## src/rtl/updn_pkg.sv

```systemverilog
// rtl/updn_pkg.sv - shared constants and state encoding for the up/down ramp sequencer
//
// Purpose : default counter width, Phase width and the FSM state encoding
//           used by updn_ramp_ctrl and updn_cnt_core.
// Ports   : none (package)

package updn_pkg;

  localparam int UPDN_WIDTH_DEF = 5;
  localparam int PHASE_W        = 3;

  // Encodings are visible on Phase, so values are fixed; 6 and 7 are unused.
  typedef enum logic [PHASE_W-1:0] {
    ST_IDLE  = 3'd0,
    ST_LOAD  = 3'd1,
    ST_UP    = 3'd2,
    ST_DWELL = 3'd3,
    ST_DOWN  = 3'd4,
    ST_DONE  = 3'd5
  } updn_state_e;

endpackage

```

## src/rtl/updn_cnt_core.sv

```systemverilog
// rtl/updn_cnt_core.sv - saturating load/up/down counter with Low/High flags
//
// Purpose : WIDTH-bit counter; priority Load > Down > Up; saturates at 0 and
//           all-ones instead of wrapping.
// Ports   : CLK   clock
//           RST   asynchronous active-low reset (Q clears to 0)
//           Load  load D
//           Up    increment (ignored at all-ones)
//           Down  decrement (ignored at zero)
//           D     load value
//           Q     counter value
//           Low   Q is zero
//           High  Q is all-ones

module updn_cnt_core
  import updn_pkg::*;
#(
  parameter int WIDTH = UPDN_WIDTH_DEF
) (
  input  logic             CLK,
  input  logic             RST,
  input  logic             Load,
  input  logic             Up,
  input  logic             Down,
  input  logic [WIDTH-1:0] D,
  output logic [WIDTH-1:0] Q,
  output logic             Low,
  output logic             High
);

  assign Low  = (Q == '0);
  assign High = &Q;

  always_ff @(posedge CLK or negedge RST) begin
    if (!RST) begin
      Q <= '0;
    end else if (Load) begin
      Q <= D;
    end else if (Down) begin
      if (!Low) Q <= Q - 1'b1;
    end else if (Up) begin
      if (!High) Q <= Q + 1'b1;
    end
  end

endmodule

```

## src/rtl/updn_ramp_ctrl.sv

```systemverilog
// rtl/updn_ramp_ctrl.sv - sequencer driving a load/up/down counter through a ramp profile
//
// Purpose : on Start, loads Start_Val, counts up to Top, holds Dwell+1 cycles,
//           counts down to Floor, then pulses Done. Optional repeat passes are
//           enabled by defining UPDN_RAMP_REPEAT_EN (adds Reps port).
// Ports   : CLK        clock
//           RST        asynchronous active-low reset
//           Start      launch pulse, honoured only in IDLE
//           Start_Val  counter load value
//           Top        upper turn-around value
//           Floor      lower end value
//           Dwell      extra hold cycles at Top
//           Reps       additional up/down passes (UPDN_RAMP_REPEAT_EN only)
//           Abort      synchronous abort back to IDLE, Count frozen
//           Count      counter value
//           Busy       high in LOAD/UP/DWELL/DOWN
//           Done       one-cycle completion pulse
//           Err        sticky configuration error (cleared by a valid Start)
//           Phase      current state encoding

module updn_ramp_ctrl
  import updn_pkg::*;
#(
  parameter int WIDTH   = UPDN_WIDTH_DEF,
  parameter int DWELL_W = 4
`ifdef UPDN_RAMP_REPEAT_EN
  ,
  parameter int REP_W   = 3
`endif
) (
  input  logic               CLK,
  input  logic               RST,
  input  logic               Start,
  input  logic [WIDTH-1:0]   Start_Val,
  input  logic [WIDTH-1:0]   Top,
  input  logic [WIDTH-1:0]   Floor,
  input  logic [DWELL_W-1:0] Dwell,
`ifdef UPDN_RAMP_REPEAT_EN
  input  logic [REP_W-1:0]   Reps,
`endif
  input  logic               Abort,
  output logic [WIDTH-1:0]   Count,
  output logic               Busy,
  output logic               Done,
  output logic               Err,
  output logic [PHASE_W-1:0] Phase
);

  updn_state_e        state_q, state_d;
  logic [WIDTH-1:0]   sv_q, top_q, floor_q;
  logic [DWELL_W-1:0] dwell_q, dcnt_q;
  logic               err_q;

  logic core_load, core_up, core_down;
  logic cnt_low, cnt_high;
  logic cap, accept, err_set;
  logic dwell_ld, dwell_dec, rep_dec, rep_more;
  logic cfg_ok, at_top, at_floor;

  assign cfg_ok   = (Floor <= Start_Val) && (Start_Val <= Top);
  assign at_top   = (Count == top_q);
  assign at_floor = (Count == floor_q);

`ifdef UPDN_RAMP_REPEAT_EN
  logic [REP_W-1:0] rcnt_q;
  assign rep_more = (rcnt_q != '0);
`else
  assign rep_more = 1'b0;
`endif

  always_comb begin
    state_d   = state_q;
    core_load = 1'b0;
    core_up   = 1'b0;
    core_down = 1'b0;
    cap       = 1'b0;
    accept    = 1'b0;
    err_set   = 1'b0;
    dwell_ld  = 1'b0;
    dwell_dec = 1'b0;
    rep_dec   = 1'b0;
    case (state_q)
      ST_IDLE: begin
        if (Start) begin
          cap = 1'b1;
          if (cfg_ok) begin
            accept  = 1'b1;
            state_d = ST_LOAD;
          end else begin
            err_set = 1'b1;
          end
        end
      end
      ST_LOAD: begin
        core_load = 1'b1;
        state_d   = ST_UP;
      end
      ST_UP: begin
        // Core saturation flags only back up the Top/Floor compares.
        if (!at_top) begin
          core_up = !cnt_high;
        end else begin
          dwell_ld = 1'b1;
          state_d  = ST_DWELL;
        end
      end
      ST_DWELL: begin
        if (dcnt_q != '0) dwell_dec = 1'b1;
        else              state_d   = ST_DOWN;
      end
      ST_DOWN: begin
        if (!at_floor) begin
          core_down = !cnt_low;
        end else if (rep_more) begin
          rep_dec = 1'b1;
          state_d = ST_UP;
        end else begin
          state_d = ST_DONE;
        end
      end
      ST_DONE: state_d = ST_IDLE;
      default: state_d = ST_IDLE;
    endcase

    // Abort wins over everything outside IDLE and freezes the counter.
    if (Abort && (state_q != ST_IDLE)) begin
      state_d   = ST_IDLE;
      core_load = 1'b0;
      core_up   = 1'b0;
      core_down = 1'b0;
      dwell_ld  = 1'b0;
      dwell_dec = 1'b0;
      rep_dec   = 1'b0;
    end
  end

  always_ff @(posedge CLK or negedge RST) begin
    if (!RST) begin
      state_q <= ST_IDLE;
      sv_q    <= '0;
      top_q   <= '0;
      floor_q <= '0;
      dwell_q <= '0;
      dcnt_q  <= '0;
      err_q   <= 1'b0;
    end else begin
      state_q <= state_d;
      if (cap) begin
        sv_q    <= Start_Val;
        top_q   <= Top;
        floor_q <= Floor;
        dwell_q <= Dwell;
      end
      if (err_set)     err_q <= 1'b1;
      else if (accept) err_q <= 1'b0;
      if (dwell_ld)       dcnt_q <= dwell_q;
      else if (dwell_dec) dcnt_q <= dcnt_q - 1'b1;
    end
  end

`ifdef UPDN_RAMP_REPEAT_EN
  always_ff @(posedge CLK or negedge RST) begin
    if (!RST)         rcnt_q <= '0;
    else if (cap)     rcnt_q <= Reps;
    else if (rep_dec) rcnt_q <= rcnt_q - 1'b1;
  end
`endif

  updn_cnt_core #(.WIDTH(WIDTH)) u_core (
    .CLK  (CLK),
    .RST  (RST),
    .Load (core_load),
    .Up   (core_up),
    .Down (core_down),
    .D    (sv_q),
    .Q    (Count),
    .Low  (cnt_low),
    .High (cnt_high)
  );

  assign Busy  = (state_q == ST_LOAD) || (state_q == ST_UP) ||
                 (state_q == ST_DWELL) || (state_q == ST_DOWN);
  assign Done  = (state_q == ST_DONE);
  assign Err   = err_q;
  assign Phase = state_q;

endmodule
```

## config.mk

```make
export PLATFORM = sky130hd
export DESIGN_NAME = updn_ramp_ctrl
export DESIGN_NICKNAME = d
export VERILOG_FILES = /design/src/rtl/updn_pkg.sv /design/src/rtl/updn_cnt_core.sv /design/src/rtl/updn_ramp_ctrl.sv
export SDC_FILE = /design/constraint.sdc
export NUM_CORES = 1
export LEC_CHECK = 0
export ABC_CLOCK_PERIOD_IN_PS = 7500
export BUFFER_PORTS_ARGS = -buffer_cell sky130_fd_sc_hd__buf_2
export CAP_MARGIN = 10
export CORE_ASPECT_RATIO = 0.75
export CORE_MARGIN = 4
export CORE_UTILIZATION = 30
export CTS_CLUSTER_SIZE = 28
export DETAILED_ROUTE_END_ITERATION = 8
export GPL_ROUTABILITY_DRIVEN = 0
export MAX_ROUTING_LAYER = met4
export PLACE_DENSITY = 0.53
export SETUP_SLACK_MARGIN = 0.4
export SLEW_MARGIN = 10
export SYNTH_ARGS = -nofsm -noshare
export SYNTH_HDL_FRONTEND = slang
export SYNTH_SLANG_ARGS = --single-unit
```

## constraint.sdc

```tcl
create_clock -name CLK -period 7.5 [get_ports CLK]
set_clock_uncertainty 0.15 [all_clocks]
set_input_delay 1.5 -clock CLK [delete_from_list [all_inputs] [get_ports CLK]]
set_output_delay 1.5 -clock CLK [all_outputs]
set_load 0.02 [all_outputs]
```

==> results of run 1 <==
==> how the worst max path moves through the flow <==
| stage | from | endpoint | slack [ps] |
|---|---|---|---|
| after floorplan | Abort | u_core.Q[4]$_DFFE_PN0P_ | 3950 |
| after global routing | Abort | u_core.Q[4]$_DFFE_PN0P_ | 3870 |
| after CTS | Abort | u_core.Q[4]$_DFFE_PN0P_ | 3980 |
| after detailed placement | Abort | u_core.Q[4]$_DFFE_PN0P_ | 3680 |
| after global placement | Abort | u_core.Q[4]$_DFFE_PN0P_ | 3710 |
| final | Abort | u_core.Q[4]$_DFFE_PN0P_ | 3980 |
==> flip-flops by register name (all words and copies together), names as in the netlist <==
register / flops
dcnt_q: 4
u_core.Q: 5
Phase: 3
sv_q: 5
top_q: 5
floor_q: 5
dwell_q: 4
Err: 1
==> report_power, final <==
group	leakage [uW]	switching [uW]	internal (uW)	total [uW]
sequential	0.000388	101	255	356
clock	0.0000445	68.6	74.6	143
combinational	0.000730	197	174	371
total	0.00116	367	503	870
==> stage by stage <==
step | utilization [%] | hold slack (ps) | power (uW) | setup slack, ps
2_1_floorplan | - | 298 | 635 | 3950
3_3_place_gp | 35.1 | 317 | 728 | 3710
3_5_place_dp | 35.1 | 321 | 736 | 3680
4_1_cts | 36.6 | 339 | 881 | 3980
5_1_grt | 36.6 | 356 | 943 | 3870
6_report | 36.6 | 334 | 870 | 3980
==> critical path: cells and delay by family <==
kind / cells / cell delay [ps]
AOI/OAI and AO/OA: 4 / 630
adders and majority gates: 1 / 410
buffers and inverters: 3 / 270
and+or+nand+nor: 1 / 580
xor gates and xnor gates: 1 / 150
==> cells by family after synthesis <==
group / count (synthesis) / share of synthesized area [%]
simple gates: 47 / 14.0
compound gates: 37 / 13.2
flops: 32 / 39.2
buf+inv: 29 / 6.68
mux: 19 / 10.4
xor+xnor: 16 / 6.87
fa+ha+maj: 15 / 9.56
==> metal layers <==
metal  routed length, microns  share of wire, %
met1                     2470                53
met2                     1910                41
met3                      212               4.6
met4                       39              0.84
met5                        0                 0
==> cells in the mapped netlist (4+ instances only) <==
cell type | count | area, sq um
a21o_1 | 7 | 52.6
a21oi_1 | 5 | 25.0
a22oi_1 | 4 | 30.0
buf_2 | 4 | 20.0
dfrtp_1 | 32 | 801
ha_1 | 14 | 175
inv_1 | 19 | 71.3
mux2_1 | 17 | 191
nand2_1 | 8 | 30.0
nor2_1 | 16 | 60.1
o21ai_1 | 9 | 45.0
xnor2_1 | 4 | 35.0
xor2_1 | 12 | 105
==> cell type report <==
cell class / instances / share of cell area (%)
clock buffers: 7 / 3.66
well taps: 81 / 4.30
inverters: 20 / 3.19
repair buffers: 34 / 7.33
clock inverters: 1 / 0.319
multi-input cells: 134 / 47.2
flip-flops and latches: 32 / 34.0
==> flow_summary_export.csv, run 1 <==
group,metric,value,unit
sta,tightest_slew,751,ps
synthesis,synth-main-ff-cell,"dfrtp_1",
routing,initialDrtViolationCount,53,
grt,gr-total-overflow,0,
synthesis,synth_seq_cells,32,
min_path,hold_end,"dcnt_q[3]$_DFFE_PN0P_",
clock_tree,tritoncts,"yes",
final_layout,fillerInstances,678,
clock_tree,hold_buffers,0,
placement,dpl_cell_area,2260,sq um
sta,relSlewSlack,49.9,%
worst_setup_path,timing.critical_path.cells,"buf_2 -> or4b_4 -> a211oi_4 -> inv_2 -> fa_1 -> inv_1 -> a21o_1 -> a21oi_1 -> xnor2_1 -> o21ai_1",
grt,use_met1,19.5,%
clock_tree,cts_resized,0,
floorplan,row_count,25,
worst_setup_path,reg2reg_depth,9,
worst_setup_path,critPathArrivalTime,3530,ps
worst_setup_path,r2r_start,"Phase[2]$_DFFE_PN0P_",
grt,grt_use_total,12.6,%
placement,dp.cells,301,
grt,grt_max_degree,33,
synthesis,synthArstFlopShare,100,%
synthesis,ys_types,42,
final_layout,post-route-cell-area,2360,sq um
min_path,holdCritStartpoint,"dwell_q[3]$_DFFE_PN0P_",
sta,finalSetupViolations,0,
synthesis,yosysWarningCount,0,
synthesis,synth_nets,233,
worst_setup_path,required,7510,ps
clock_tree,path_clk_slew,70,ps
pwr,ir_drop,109,uV
min_path,min_path_type,"register to register",
outcome,status,"finished clean",
sta,final_max_slew_viol_count,0,
clock_tree,cts_sinks,32,
grt,antenna_found_initial,0,
sta,rsz0062_at_grt,"false",
placement,dp_hpwl,3.52,mm
clock_tree,htree_levels,2,
synthesis,synth-seq-area-share,39.2,%
final_layout,final_common_cell,"buf_2",
grt,grt.busiest_layer,"met1",
floorplan,dieArea,8200,sq um
synthesis,synth_edf_count,0,
sta,period_share,46.9,%
pwr,p_leak,0.00116,uW
synthesis,syn-instance-count,195,
routing,post-route-drc-count,0,
routing,viasPerCell,4.85,
floorplan,die_w,103,microns
sta,hold_viol,0,
grt,grt_pass1_vias,1437,
floorplan,core,6440,sq um
final_layout,insertedDiodeCount,0,
final_layout,drive_gt1_share,22.4,%
clock_tree,clock_path_buffers,2,
clock_tree,clk_latency,290,ps
pwr,power_density,369,nW/um^2
clock_tree,post_cts_buffers,0,
worst_setup_path,cpMaxStageDelayCell,"or4b_4",
final_layout,nets,265,
floorplan,die_y,79.4,microns
sta,tns,0,ps
final_layout,instances_no_fill,309,
final_layout,regArea,801,sq um
grt,grt_util_met3,3.23,%
routing,vias,1500,
job,maxCapViolations,0,
worst_setup_path,critPathKind,"input port to register",
final_layout,final_cell_mix,"33 x buf_2, 32 x dfrtp_1, 19 x inv_1",
worst_setup_path,endpoint_kind,"register",
floorplan,start_util,31.7,%
placement,port_buffers,33,
worst_setup_path,reg2reg_slack,4750,ps
synthesis,avgSynthCellArea,10.5,sq um
sta,max_freq,284,MHz
clock_tree,numCtsBuffers,5,
grt,grt_pass1_wl,7.69,mm
final_layout,multiInputGateArea,1110,sq um
worst_setup_path,start_kind,"input port",
sta,fin_crit,3520,ps
routing,ant_nets,0,
routing,firstDrtPassIters,4,
min_path,whs_path_depth,2,
synthesis,synth_area,2040,sq um
worst_setup_path,max_stage_delay,580,ps
floorplan,io_pins,34,
worst_setup_path,timing.rr.end,"u_core.Q[4]$_DFFE_PN0P_",
routing,routed_wl,4.62,mm
routing,post_drt_wl_per_cell,15.0,microns
final_layout,area_growth,15.5,%
grt,grtUsageMet2,16.3,%
clock_tree,root_buffer,"clkbuf_8",
worst_setup_path,crit_fanout,7,
(Power assumes the default switching activity.)
==> run 2: changes to the inputs <==
ABC_CLOCK_PERIOD_IN_PS = 3000   (was 7500)
PLACE_DENSITY = 0.55   (was 0.53)
clock period = 3 ns   (was 7.5 ns; I/O delays follow)
==> run 2 against run 1 <==
Combinational power increased to 3.0 times the previous value. Clock power grew to 3.2 times the previous value. Setup slack got worse by 3500 ps. First-iteration DRC count shrank 25%. Total power grew to 2.7 times the previous value. Cell count increased by 3.2%. Worst hold slack lost 100 ps. Via count grew 2.1%. Cell area rose by 5.5%. Sequential share of layout area shrank 1.6 points. Non-clock buffer count grew 10. Register-to-register slack got worse by 4200 ps. Critical endpoint is now u_core.Q[3]$_DFFE_PN0P_.
==> flow_summary_export.csv, run 2 (synthesis gave the netlist of run 1 again) <==
group,metric,value,unit
outcome,status,"finished clean",
worst_setup_path,reg2reg_slack,550,ps
grt,grt_pass1_vias,1544,
clock_tree,root_buffer,"clkbuf_8",
final_layout,final_core_util,38.6,%
routing,firstDrtPassIters,4,
floorplan,core,6440,sq um
worst_setup_path,crit_family,"compound AO/OA/AOI/OAI gates",
sta,rsz0062_at_grt,"false",
floorplan,die_y,79.4,microns
grt,antenna_found_initial,0,
pwr,seqPwrFrac,34.9,%
worst_setup_path,endpoint_kind,"register",
final_layout,area_growth,21.8,%
grt,grt_pass1_wl,7.85,mm
worst_setup_path,max_stage_delay,590,ps
clock_tree,numCtsBuffers,5,
pwr,switchingPower,949,uW
sta,max_freq,401,MHz
placement,dp_hpwl,3.73,mm
worst_setup_path,start_kind,"input port",
sta,tightest_slew,755,ps
sta,tns,0,ps
pwr,intPower,1440,uW
clock_tree,clock_path_buffers,2,
final_layout,insertedDiodeCount,0,
floorplan,dieArea,8200,sq um
sta,fin_crit,2490,ps
floorplan,start_util,31.7,%
worst_setup_path,cpMaxStageDelayCell,"or4b_4",
routing,vias,1532,
worst_setup_path,crit_fanout,5,
sta,relSlewSlack,49.6,%
min_path,min_path_type,"input port to asynchronous set/reset pin",
grt,gr-total-overflow,0,
final_layout,final_cell_mix,"33 x buf_2, 29 x dfrtp_1, 19 x inv_1",
floorplan,row_count,25,
clock_tree,cts_sinks,32,
clock_tree,path_clk_slew,70,ps
clock_tree,hold_buffers,0,
final_layout,multiInputGateArea,1130,sq um
sta,hold_ws,233,ps
pwr,ir_drop,275,uV
clock_tree,tritoncts,"yes",
routing,ant_nets,0,
grt,grt_max_degree,33,
worst_setup_path,reg2reg_depth,8,
sta,fin_ws,508,ps
pwr,power.share.switching,39.7,%
worst_setup_path,critPathArrivalTime,2500,ps
worst_setup_path,critPathKind,"input port to register",
pwr,power_density,963,nW/um^2
routing,initialDrtViolationCount,40,
floorplan,die_w,103,microns
sta,final_max_slew_viol_count,0,
routing,viasPerCell,4.80,
clock_tree,htree_levels,2,
pwr,power_frac_clock,19.0,%
placement,port_buffers,33,
clock_tree,clk_latency,280,ps
worst_setup_path,worst-path-buf-inv,1,
worst_setup_path,timing.critical_path.cells,"buf_2 -> or4b_4 -> a211oi_4 -> ha_1 -> a21o_1 -> a21oi_1 -> xor2_1 -> o21ai_1",
final_layout,fillerInstances,654,
pwr,p_leak,0.00123,uW
routing,post-route-drc-count,0,
final_layout,final_common_cell,"buf_2",
final_layout,regArea,805,sq um
sta,period_share,83.1,%
grt,grt_use_total,12.8,%
final_layout,nets,275,
sta,hold_viol,0,
job,maxCapViolations,0,
pwr,power_frac_comb,46.1,%
sta,finalSetupViolations,0,
routing,post_drt_wl_per_cell,14.9,microns
worst_setup_path,r2r_start,"u_core.Q[0]$_DFFE_PN0P_",
worst_setup_path,timing.rr.end,"u_core.Q[3]$_DFFE_PN0P_",
final_layout,drive_gt1_share,28.6,%
worst_setup_path,required,3010,ps
placement,dpl_worst_slack,205,ps
floorplan,io_pins,34,
routing,routed_wl,4.74,mm
-- run 2: cell count changes in the layout (fill, tap and decap cells not counted), moves of 2 or more --
cell     previous run  this run
xor2_1             12        10
dfrtp_1            32        29
xor2_2              0         2
dfrtp_2             0         3
buf_4               1        11
-- run 2: per-stage QoR --
stage | area (sq um) | power (uW) | cells
after floorplan | 2040 | 1590 | 195
after detailed placement | 2320 | 1910 | 309
after global routing | 2480 | 2580 | 319
final | 2480 | 2390 | 319
after global placement | 2320 | 1870 | 309
after CTS | 2450 | 2370 | 317
-- run 2: power groups by stage --
stage / sequential, uW / combinational (uW) / clock, uW
floorplan: 830 / 756 / 0
global placement: 820 / 1050 / 0
detailed placement: 832 / 1070 / 0
CTS: 824 / 1080 / 464
global route: 862 / 1230 / 486
finish: 835 / 1100 / 454
-- run 2: timing repair --
action                     CTS  global route
setup endpoints to repair    0             2
buffers inserted             0             2
resized for setup            0             6
-- run 2: layout make-up --
| cell class | instances | area share (%) |
|---|---|---|
| multi-input cells | 134 | 45.5 |
| clock inverters | 1 | 1.21 |
| inverters | 20 | 3.02 |
| clock buffers | 7 | 3.88 |
| flip-flops and latches | 32 | 32.4 |
| repair buffers | 44 | 9.97 |
| well taps | 81 | 4.08 |
-- run 2: layer usage --
layer / vias to the layer above / track usage, % / part of all wire [%]
li1: 756 / - / -
met1: 727 / 19.4 / 53
met2: 47 / 17.2 / 40
met3: 2 / 2.88 / 5.9
met4: 0 / 3.23 / 0.49
met5: - / - / 0
-- run 2: how the worst max path moves through the flow --
stage / startpoint / end / slack [ps] / cells after the start
after floorplan: Abort / u_core.Q[4]$_DFFE_PN0P_ / 350 / 9
after global placement: Abort / u_core.Q[4]$_DFFE_PN0P_ / 250 / 10
after detailed placement: Abort / u_core.Q[4]$_DFFE_PN0P_ / 200 / 10
after CTS: u_core.Q[2]$_DFFE_PN0P_ / u_core.Q[3]$_DFFE_PN0P_ / 460 / 8
after global routing: Abort / u_core.Q[3]$_DFFE_PN0P_ / 420 / 8
final: Abort / u_core.Q[3]$_DFFE_PN0P_ / 510 / 8
==> run 3: changes to the inputs <==
ABC_CLOCK_PERIOD_IN_PS = 2300   (was 3000)
PLACE_DENSITY = 0.53   (was 0.55)
clock period = 2.3 ns   (was 3 ns; I/O delays follow)
==> run 3 against run 2 <==
Non-clock buffer count grew 16. Routed wire length grew 4.6%. Cell count grew 4.7%. First-iteration DRC count shrank 38%. Combinational power grew 63%. Largest power group unchanged. The flow now finishes with violations (setup timing). Via count grew 5.4%. Setup slack lost 560 ps. Die area is the same. Sequential share of layout area shrank 2.8 points. Clock power grew 4%. Total power grew 39%.
==> flow_summary_export.csv, run 3 (synthesis gave the netlist of run 1 again) <==
group,metric,value,unit
sta,tightest_slew,740,ps
min_path,min_path_type,"input port to asynchronous set/reset pin",
routing,viasPerCell,4.83,
grt,antenna_found_initial,0,
sta,rsz0062_at_grt,"true",
clock_tree,hold_buffers,0,
grt,grt_use_total,13.6,%
sta,tns,-61.8,ps
routing,post_drt_wl_per_cell,14.8,microns
final_layout,final_core_util,42.3,%
placement,dpl_worst_slack,-313,ps
placement,port_buffers,33,
worst_setup_path,crit_fanout,4,
final_layout,nets,291,
outcome,status,"complete, but fails checks",
clock_tree,tritoncts,"yes",
routing,firstDrtPassIters,4,
floorplan,core,6440,sq um
sta,fin_crit,2350,ps
sta,finalSetupViolations,2,
final_layout,drive_gt1_share,41.5,%
pwr,power.share.switching,40.4,%
pwr,power_frac_clock,14.1,%
worst_setup_path,required,2310,ps
final_layout,final_cell_mix,"32 x buf_2, 28 x dfrtp_1, 26 x buf_4",
floorplan,row_count,25,
final_layout,multiInputGateArea,1260,sq um
routing,routed_wl,4.96,mm
sta,fin_ws,-52.2,ps
routing,post-route-drc-count,0,
sta,relSlewSlack,50.7,%
floorplan,start_util,31.7,%
routing,vias,1614,
floorplan,dieArea,8200,sq um
sta,hold_viol,0,
pwr,ir_drop,436,uV
worst_setup_path,critPathKind,"register to register",
sta,max_freq,425,MHz
clock_tree,path_clk_slew,70,ps
final_layout,instances_no_fill,334,
floorplan,io_pins,34,
grt,grt_pass1_vias,1595,
pwr,switchingPower,1340,uW
outcome,failed_checks,"setup timing",
final_layout,final_common_cell,"buf_2",
pwr,p_leak,0.00132,uW
final_layout,fillerInstances,653,
clock_tree,clock_path_buffers,2,
grt,grt_pass1_wl,8.27,mm
final_layout,regArea,806,sq um
clock_tree,numCtsBuffers,5,
clock_tree,root_buffer,"clkbuf_8",
grt,grt_max_degree,33,
job,maxCapViolations,0,
worst_setup_path,start_kind,"register",
pwr,total_power,3330,uW
pwr,power_frac_comb,54.0,%
pwr,power_density,1220,nW/um^2
clock_tree,cts_sinks,32,
sta,final_max_slew_viol_count,0,
placement,dp.cells,321,
routing,ant_nets,0,
worst_setup_path,critPathArrivalTime,2360,ps
pwr,intPower,1980,uW
pwr,seqPwrFrac,31.9,%
final_layout,insertedDiodeCount,0,
worst_setup_path,endpoint_kind,"register",
floorplan,die_y,79.4,microns
grt,gr-total-overflow,0,
routing,initialDrtViolationCount,25,
clock_tree,clk_latency,280,ps
placement,dp_hpwl,3.79,mm
floorplan,die_w,103,microns
clock_tree,htree_levels,2,
sta,period_share,102,%
final_layout,area_growth,33.6,%
## run 3: cell types whose count changed in the layout (fill, tap and decap cells not counted), sizes merged
cell	before	now
buf	44	60
bufinv	1	0
## run 3: final cells by class
class | count | share of cell area, %
Tap cell | 81 | 3.72
Timing Repair Buffer | 60 | 14.2
Multi-Input combinational cell | 134 | 46.3
Sequential cell | 32 | 29.6
Clock buffer | 7 | 3.53
Inverter | 20 | 2.75
## run 3: timing repair
item	in CTS	in global routing
endpoints found under the setup margin	13	12
pin swaps	9	12
endpoints found under the hold margin	0	0
setup buffers	4	2
gates resized for setup	15	16
## run 3: final timing paths
path | from | to | slack, ps | cells after the start
worst max-delay path | Phase[0]$_DFFE_PN0P_ | u_core.Q[4]$_DFFE_PN0P_ | -50 | 9
worst max register to register | Phase[0]$_DFFE_PN0P_ | u_core.Q[4]$_DFFE_PN0P_ | -50 | 9
min in group CLK | Dwell[2] | dwell_q[2]$_DFFE_PN0P_ | 250 | 2
worst min register to register | dwell_q[3]$_DFFE_PN0P_ | dcnt_q[3]$_DFFE_PN0P_ | 320 | 2
worst min-delay path | RST | top_q[2]$_DFFE_PN0P_ | 90 | 1
max in group asynchronous | RST | dcnt_q[0]$_DFFE_PN0P_ | 1380 | 1
## run 3: layer usage
| layer | part of all wire, % | up-vias | GRT usage (%) |
|---|---|---|---|
| li1 | - | 795 | - |
| met4 | 0.73 | 0 | 2.72 |
| met5 | 0 | - | - |
| met3 | 4.4 | 5 | 2.88 |
| met1 | 53 | 784 | 21.6 |
| met2 | 42 | 30 | 17.6 |
## run 3: through the flow
step / hold WS (ps) / instance area (sq um)
floorplan: 14.4 / 2060
global placement: 316 / 2440
detailed placement: 319 / 2440
CTS: 116 / 2630
global route: 151 / 2730
finish: 90.4 / 2730
## run 3: critical path: stages (launching register included)
cell	delay, ps
dfrtp_2	400
or4b_4	530
a211oi_4	290
inv_2	60
fa_2	350
inv_2	50
a21o_1	130
a21oi_2	60
xnor2_1	130
o21ai_1	70
## run 3: power by group through the flow
| stage | clock (uW) | combinational [uW] | sequential, uW |
|---|---|---|---|
| 2_1_floorplan | 0 | 999 | 1090 |
| 3_3_place_gp | 0 | 1550 | 1050 |
| 3_5_place_dp | 0 | 1570 | 1050 |
| 4_1_cts | 488 | 1670 | 1050 |
| 5_1_grt | 519 | 1990 | 1100 |
| 6_report | 470 | 1790 | 1060 |
